$ cat src/rtl/data_sync_arb_pkg.sv
// Shared FSM state type and width helpers for the data-synchronizer
// transmit arbiter and its request arbiter.
package data_sync_arb_pkg;

   typedef enum logic [1:0] {
      ST_IDLE = 2'd0,
      ST_HOLD = 2'd1,
      ST_GAP  = 2'd2
   } arb_state_t;

   // Bits needed to encode the values 0..count-1, never less than one.
   function automatic int width_for(input int count);
      return (count <= 1) ? 1 : $clog2(count);
   endfunction

   function automatic int max_of(input int a, input int b);
      return (a > b) ? a : b;
   endfunction

endpackage

$ cat src/rtl/data_sync_rr_arbiter.sv
// Request arbiter for the shared synchronizer channel. Round-robin by default;
// `DATA_SYNC_ARB_FIXED_PRIO_EN selects fixed lowest-index-wins priority.
module data_sync_rr_arbiter
   import data_sync_arb_pkg::*;
#(
   parameter  int NUM_REQ = 4,
   localparam int IDX_W   = width_for(NUM_REQ)
) (
   input  logic               clk,
   input  logic               rst,
   input  logic [NUM_REQ-1:0] req,
   input  logic               accept,
   output logic [NUM_REQ-1:0] grant,
   output logic [IDX_W-1:0]   grant_idx
);

   logic [IDX_W-1:0] start_idx;
   int               scan_idx;
   logic             scan_hit;

`ifdef DATA_SYNC_ARB_FIXED_PRIO_EN
   logic unused_fixed_prio;

   assign unused_fixed_prio = ^{clk, rst, accept};
   assign start_idx         = '0;
`else
   logic [IDX_W-1:0] ptr;

   // The pointer moves just past the winner, and only when its word is taken.
   always_ff @(posedge clk or posedge rst) begin
      if (rst) begin
         ptr <= '0;
      end else if (accept) begin
         ptr <= (grant_idx == IDX_W'(NUM_REQ - 1)) ? '0 : grant_idx + IDX_W'(1);
      end else begin
         ptr <= ptr;
      end
   end

   assign start_idx = ptr;
`endif

   // Scan upward from start_idx with wrap-around; first active request wins.
   always_comb begin
      grant     = '0;
      grant_idx = '0;
      scan_hit  = 1'b0;
      scan_idx  = 0;
      for (int off = 0; off < NUM_REQ; off++) begin
         scan_idx = int'(start_idx) + off;
         if (scan_idx >= NUM_REQ) begin
            scan_idx = scan_idx - NUM_REQ;
         end else begin
            scan_idx = scan_idx;
         end
         if (!scan_hit && req[IDX_W'(scan_idx)]) begin
            grant[IDX_W'(scan_idx)] = 1'b1;
            grant_idx               = IDX_W'(scan_idx);
            scan_hit                = 1'b1;
         end else begin
            scan_hit = scan_hit;
         end
      end
   end

endmodule

$ cat src/rtl/data_sync_tx_arbiter.sv
// Source-domain scheduler sharing one bus-synchronizer channel among NUM_REQ
// requesters. `DATA_SYNC_ARB_FIXED_PRIO_EN switches arbitration to fixed priority.
module data_sync_tx_arbiter
   import data_sync_arb_pkg::*;
#(
   parameter  int NUM_REQ     = 4,
   parameter  int BUS_WIDTH   = 8,
   parameter  int HOLD_CYCLES = 4,
   parameter  int GAP_CYCLES  = 2,
   localparam int GID_W       = width_for(NUM_REQ),
   localparam int CNT_W       = width_for(max_of(HOLD_CYCLES, GAP_CYCLES) + 1)
) (
   input  logic                         CLK,
   input  logic                         RST,
   input  logic [NUM_REQ-1:0]           req_valid,
   input  logic [NUM_REQ*BUS_WIDTH-1:0] req_data,
   output logic [NUM_REQ-1:0]           req_ready,
   output logic [BUS_WIDTH-1:0]         unsync_bus,
   output logic                         bus_enable,
   output logic [GID_W-1:0]             grant_id,
   output logic                         busy
);

   arb_state_t           state;
   arb_state_t           next_state;
   logic [CNT_W-1:0]     cnt;
   logic [CNT_W-1:0]     next_cnt;
   logic                 idle;
   logic                 accept;
   logic [NUM_REQ-1:0]   live_req;
   logic [NUM_REQ-1:0]   grant;
   logic [GID_W-1:0]     grant_idx;
   logic [BUS_WIDTH-1:0] win_data;

   // Requests only count in IDLE and never while reset is held.
   assign idle      = (state == ST_IDLE) && !RST;
   assign live_req  = idle ? req_valid : '0;
   assign accept    = |live_req;
   assign req_ready = grant;
   assign busy      = (state != ST_IDLE);

   data_sync_rr_arbiter #(
      .NUM_REQ(NUM_REQ)
   ) u_arb (
      .clk      (CLK),
      .rst      (RST),
      .req      (live_req),
      .accept   (accept),
      .grant    (grant),
      .grant_idx(grant_idx)
   );

   // One-hot grant steers the winning word onto the capture path.
   always_comb begin
      win_data = '0;
      for (int i = 0; i < NUM_REQ; i++) begin
         win_data = win_data | ({BUS_WIDTH{grant[i]}} & req_data[i*BUS_WIDTH +: BUS_WIDTH]);
      end
   end

   // Next-state and hold/gap counter.
   always_comb begin
      next_state = state;
      next_cnt   = cnt;
      case (state)
         ST_IDLE: begin
            if (accept) begin
               next_state = ST_HOLD;
               next_cnt   = CNT_W'(HOLD_CYCLES - 1);
            end else begin
               next_state = ST_IDLE;
               next_cnt   = cnt;
            end
         end
         ST_HOLD: begin
            if (cnt == '0) begin
               next_state = ST_GAP;
               next_cnt   = CNT_W'(GAP_CYCLES - 1);
            end else begin
               next_state = ST_HOLD;
               next_cnt   = cnt - CNT_W'(1);
            end
         end
         ST_GAP: begin
            if (cnt == '0) begin
               next_state = ST_IDLE;
               next_cnt   = '0;
            end else begin
               next_state = ST_GAP;
               next_cnt   = cnt - CNT_W'(1);
            end
         end
         default: begin
            next_state = ST_IDLE;
            next_cnt   = '0;
         end
      endcase
   end

   // State and counter registers.
   always_ff @(posedge CLK or posedge RST) begin
      if (RST) begin
         state <= ST_IDLE;
         cnt   <= '0;
      end else begin
         state <= next_state;
         cnt   <= next_cnt;
      end
   end

   // Word and id change only on acceptance; enable mirrors the HOLD window.
   always_ff @(posedge CLK or posedge RST) begin
      if (RST) begin
         unsync_bus <= '0;
         grant_id   <= '0;
         bus_enable <= 1'b0;
      end else begin
         bus_enable <= (next_state == ST_HOLD);
         if (accept) begin
            unsync_bus <= win_data;
            grant_id   <= grant_idx;
         end else begin
            unsync_bus <= unsync_bus;
            grant_id   <= grant_id;
         end
      end
   end

endmodule

$ cat config.mk
export PLATFORM = sky130hd
export DESIGN_NAME = data_sync_tx_arbiter
export DESIGN_NICKNAME = d
export VERILOG_FILES = /design/src/rtl/data_sync_arb_pkg.sv /design/src/rtl/data_sync_rr_arbiter.sv /design/src/rtl/data_sync_tx_arbiter.sv
export SDC_FILE = /design/constraint.sdc
export NUM_CORES = 1
export LEC_CHECK = 0
export BUFFER_PORTS_ARGS = -buffer_cell sky130_fd_sc_hd__buf_2
export CAP_MARGIN = 20
export CORE_ASPECT_RATIO = 1.5
export CORE_MARGIN = 2
export CORE_UTILIZATION = 46
export CTS_BUF_LIST = sky130_fd_sc_hd__clkbuf_16
export DETAILED_ROUTE_END_ITERATION = 8
export PLACE_DENSITY = 0.76
export SLEW_MARGIN = 20
export SYNTH_ARGS = -nofsm -noshare
export SYNTH_HDL_FRONTEND = slang
export SYNTH_SLANG_ARGS = --single-unit
$ cat constraint.sdc
create_clock -name CLK -period 2.8 [get_ports CLK]
set_input_delay 0.42 -clock CLK [delete_from_list [all_inputs] [get_ports CLK]]
set_output_delay 0.42 -clock CLK [all_outputs]
set_load 0.005 [all_outputs]
# Word level (Yosys, flattened, before mapping)

Index checks and enable logic that the tools add are counted.
W data, S select, Z words.

Flip-flop bits (word level): 18
Input port bits: 38
Output and inout bits: 16
Word-level logic and storage cells: 103

Add/subtract/negate cells: 9
$lt $le $gt $ge: 12
Eq/ne operators: 5
Multiplexer cells: 45
Bitwise logic cells: 10
Reduce and logical (&&, ||, !) cells: 16

Operators with widths:

| kind                  | count |
|---|---|
| $and A8 B8 Y8         | 4 |
| $or A8 B8 Y8          | 3 |
| $mux W2               | 11 |
| $mux W4               | 5 |
| $lt A2 B4 Y1 const B  | 4 |
| $mux W1               | 16 |
| $or A4 B4 Y4          | 3 |
| $ge A3 B3 Y1 const B  | 3 |
| $mux W3               | 3 |
| $pmux W3 S3           | 1 |
| $bmux W1 S2           | 4 |
| $demux W1 S2          | 4 |
| $ge A2 B1 Y1 const B  | 4 |
| $logic_and A1 B1 Y1   | 8 |
| $sub A2 B1 Y2 const B | 4 |
| $add A2 B2 Y3 const B | 2 |
| $pmux W2 S3           | 1 |
| $eq A2 B1 Y1 const B  | 2 |
| $eq A2 B2 Y1 const B  | 2 |
| $logic_not A1 Y1      | 4 |
| $reduce_or A4 Y1      | 1 |
| $add A2 B1 Y3 const B | 1 |
| $ge A2 B3 Y1 const B  | 1 |
| $logic_not A3 Y1      | 1 |
| other kinds (5)       | 5 |

# Longest topological paths before layout

Word-level depth: 20
Mapped depth: 10
Mapped depth without buffers: 8

# Cells and area by module

Synthesis repeated with hierarchy kept, for this count alone.

Cells, all modules: 160
Area total of the unflattened synthesis: 1517.7 um^2

By module, submodules not included:

| module               | times used | cells each | area each (um^2) | sequential area each (um^2) |
|---|---|---|---|---|
| data_sync_tx_arbiter | 1          | 88         | 868.3            | 400.4 |
| data_sync_rr_arbiter | 1          | 72         | 649.4            | 50.0 |

# Worst setup path after synthesis

OpenSTA, ideal clock, no wires.

Kind: register -> output
From: reg with a tool-made name
To: out req_ready[0]
Data arrival time: 2417 ps
Path slack: -37 ps
Cell stages (with the launch flop): 10
Cells stage by stage: dfrtp_1 buf_2 inv_1 ha_1 buf_2 mux2i_1 o32ai_2 a22oi_1 o221ai_2 and2_1

RTL lines:

| item             | line                       | source |
|---|---|---|
| end: declaration | data_sync_tx_arbiter.sv:17 | `output logic [NUM_REQ-1:0] req_ready,` |

==> impl_metrics.json <==
{
  "outcome": "completed",
  "clock_path_buffers": 2,
  "place_congestion": 0.863,
  "setup_viol": 0,
  "layout.cells.non_filler": 301,
  "synthTopCellsByCount": "nand2_1 (29), dfrtp_1 (18), nor2_1 (17), a31oi_1 (12), o21ai_0 (12)",
  "avgViaCountPerCell": 5.97,
  "maxCapViolations": 0,
  "numPortBuffers": 53,
  "hold_buffers": 0,
  "place_ws_ps": 142,
  "worstSetupPathType": "reg2out",
  "synth-seq-cells": 18,
  "slew_viol_final": 0,
  "critPathMaxFanout": 10,
  "num_vias": 1796,
  "async_reset_ff_share_pct": 100,
  "slew_headroom_pct": 53.6,
  "p_seq_share_pct": 20.6,
  "syn_nets": 248,
  "place_hpwl_um": 3550,
  "synthCells": 200,
  "hp-class": "in2async",
  "fin_setup_tns_ps": 0,
  "grt_max_degree": 27,
  "p_clk_share_pct": 12.5,
  "num-nets-final": 307,
  "drive_gt1_share_pct": 38.0,
  "grt_first_pass_wirelength_um": 7690,
  "crit_arrival_ps": 2290,
  "drcViolationCount": 0,
  "fillers": 345,
  "drt_iter0_markers": 58,
  "crit_path_end_kind": "output port",
  "initial_core_util_pct": 47.0,
  "p_comb_share_pct": 66.9,
  "synth_warnings": 0,
  "io_pins": 54,
  "stdcell_area_um2": 2170,
  "grt-ovfl-total": 0,
  "start_kind": "flip-flop",
  "die_w_um": 53.6,
  "cts_buffers": 3,
  "synth_cell_types": 45,
  "syn2layout_area_growth_pct": 27.7,
  "synthDominantCellAreaShare_pct": 26.5,
  "dp_cells": 294,
  "peakVddDrop_v": 0.000718,
  "core_area_um2": 3610,
  "syn_avg_cell_area_um2": 8.49,
  "total_leakage_power_uw": 0.000972,
  "synth_top_area_cell": "dfrtp_1",
  "antenna_cells": 0,
  "ant_nets": 0,
  "layout_setup_ws_ps": 92.6,
  "clk_pin_slew_ps": 50,
  "rows": 27,
  "first_pass_iters": 4,
  "root_buffer": "clkbuf_16",
  "antenna_found_initial": 0,
  "synth.most_common_cell": "nand2_1",
  "final_hold_viol_count": 0,
  "tritoncts": "built",
  "p_sw_uw": 1050,
  "ys_seq_area_share_pct": 26.5,
  "tightest_slew_ps": 695,
  "routed_wl_um": 4780,
  "synth_area_leaders": "dfrtp_1 (27%), ha_1 (7.4%), nand2_1 (6.4%), a31o_2 (4.6%), a41oi_1 (4.6%)",
  "p_per_area_nw_per_um2": 1080,
  "ys.flop_type": "dfrtp_1",
  "fin_crit_sh_pct": 96.7,
  "period_needed_ps": 2710,
  "wl_per_cell_um": 15.9,
  "multi_input_area_um2": 1180,
  "worstSkewPairLatency_ps": 250,
  "die-area_um2": 4200,
  "skew_ps": 0.818,
  "cts_htree_levels": 1,
  "hold_slack_ps": 296,
  "seqCellArea_um2": 450,
  "die_h_um": 78.4,
  "sw_frac_of_total_pct": 45.0,
  "grt_pass1_vias": 1673,
  "netlist_area_um2": 1700,
  "grt_usage_pct": 24.1,
  "clock-sinks": 18,
  "placed_area_um2": 2040,
  "fmax_mhz": 369,
  "synth_edf_count": 0,
  "power.internal_uw": 1280,
  "required_ps": 2380
}
## registers in the layout, indices dropped and copies added (netlist names), named ones only
name        count
unsync_bus      8
cnt             3
state           2
grant_id        2
bus_enable      1
u_arb.ptr       1
## layout by cell type (no fill, tap or decap), types with 2 or more instances in the layout
master / instances
inv_1: 8
a41oi_1: 9
a31o_2: 9
mux2_2: 4
a21o_1: 2
buf_2: 53
o221ai_1: 2
or3_1: 2
a21oi_1: 3
nor2b_1: 5
mux2i_1: 5
nor2_1: 16
nand3_1: 9
dfrtp_1: 18
mux4_2: 3
buf_4: 13
nor2_2: 2
nand2_1: 29
a31oi_1: 12
o21ai_0: 12
ha_1: 9
nor3_1: 2
clkbuf_16: 3
nand2b_1: 3
## worst max-delay path, cell delays in order (launching register included)
cell and delay [ps]:
dfrtp_1 400, inv_1 140, ha_4 230, buf_6 150
mux2i_1 140, o32ai_2 360, a22oi_1 170, nor2_2 140
nor2_1 50, nor2_1 120, buf_2 130
## kinds of logic after synthesis
group	synth area share [%]
compound gates	29.1
fa+ha+maj	7.96
buf+inv	5.53
mux	10.2
simple gates	20.2
flops	26.5
xor+xnor	0.516
## layer usage
metal	GRT usage [%]	vias up	share of wire [%]
met5	0	-	0
met4	8.97	0	1.9
met3	2.47	9	3.5
met2	41.1	55	52
met1	30.1	874	42
li1	-	858	-
## metrics by stage
step / utilization, % / total power (µW)
2_1_floorplan: - / 1500
3_3_place_gp: 56.4 / 1910
3_5_place_dp: 56.4 / 1950
4_1_cts: 58.9 / 2260
5_1_grt: 60.0 / 2510
6_report: 60.0 / 2330
## repair_timing
action	4_1_cts	5_1_grt
gates cloned	0	0
buffers inserted	1	2
pin swaps	1	3
gates resized for setup	1	4
setup endpoints to repair	2	3
## layout make-up
class | count | area share, %
clock buffers | 3 | 3.46
clock inverters | 1 | 0.173
inverters | 8 | 1.38
multi-input cells | 161 | 54.5
flip-flops and latches | 18 | 20.8
well taps | 43 | 2.48
repair buffers | 67 | 17.3
## path summary, 6_finish.rpt
kind / from / endpoint / slack (ps) / depth (start not counted)
max: flip-flop / req_ready[1] / 90 / 10
min: RST / cnt[2] / 300 / 2
max reg2reg: flip-flop / u_arb.ptr[1] / 370 / 10
min reg2reg: grant_id[1] / grant_id[1] / 480 / 2
max in group asynchronous: RST / unsync_bus[7] / 2060 / 2
min in group CLK: req_data[25] / unsync_bus[1] / 430 / 3
## power by group through the flow
stage          Sequential [µW]  Clock (µW)  Combinational (µW)
3_5_place_dp               481           0                1470
3_3_place_gp               482           0                1430
5_1_grt                    498         304                1710
4_1_cts                    478         296                1480
6_report                   480         293                1560
2_1_floorplan              483           0                1020
(Power assumes the default switching activity.)
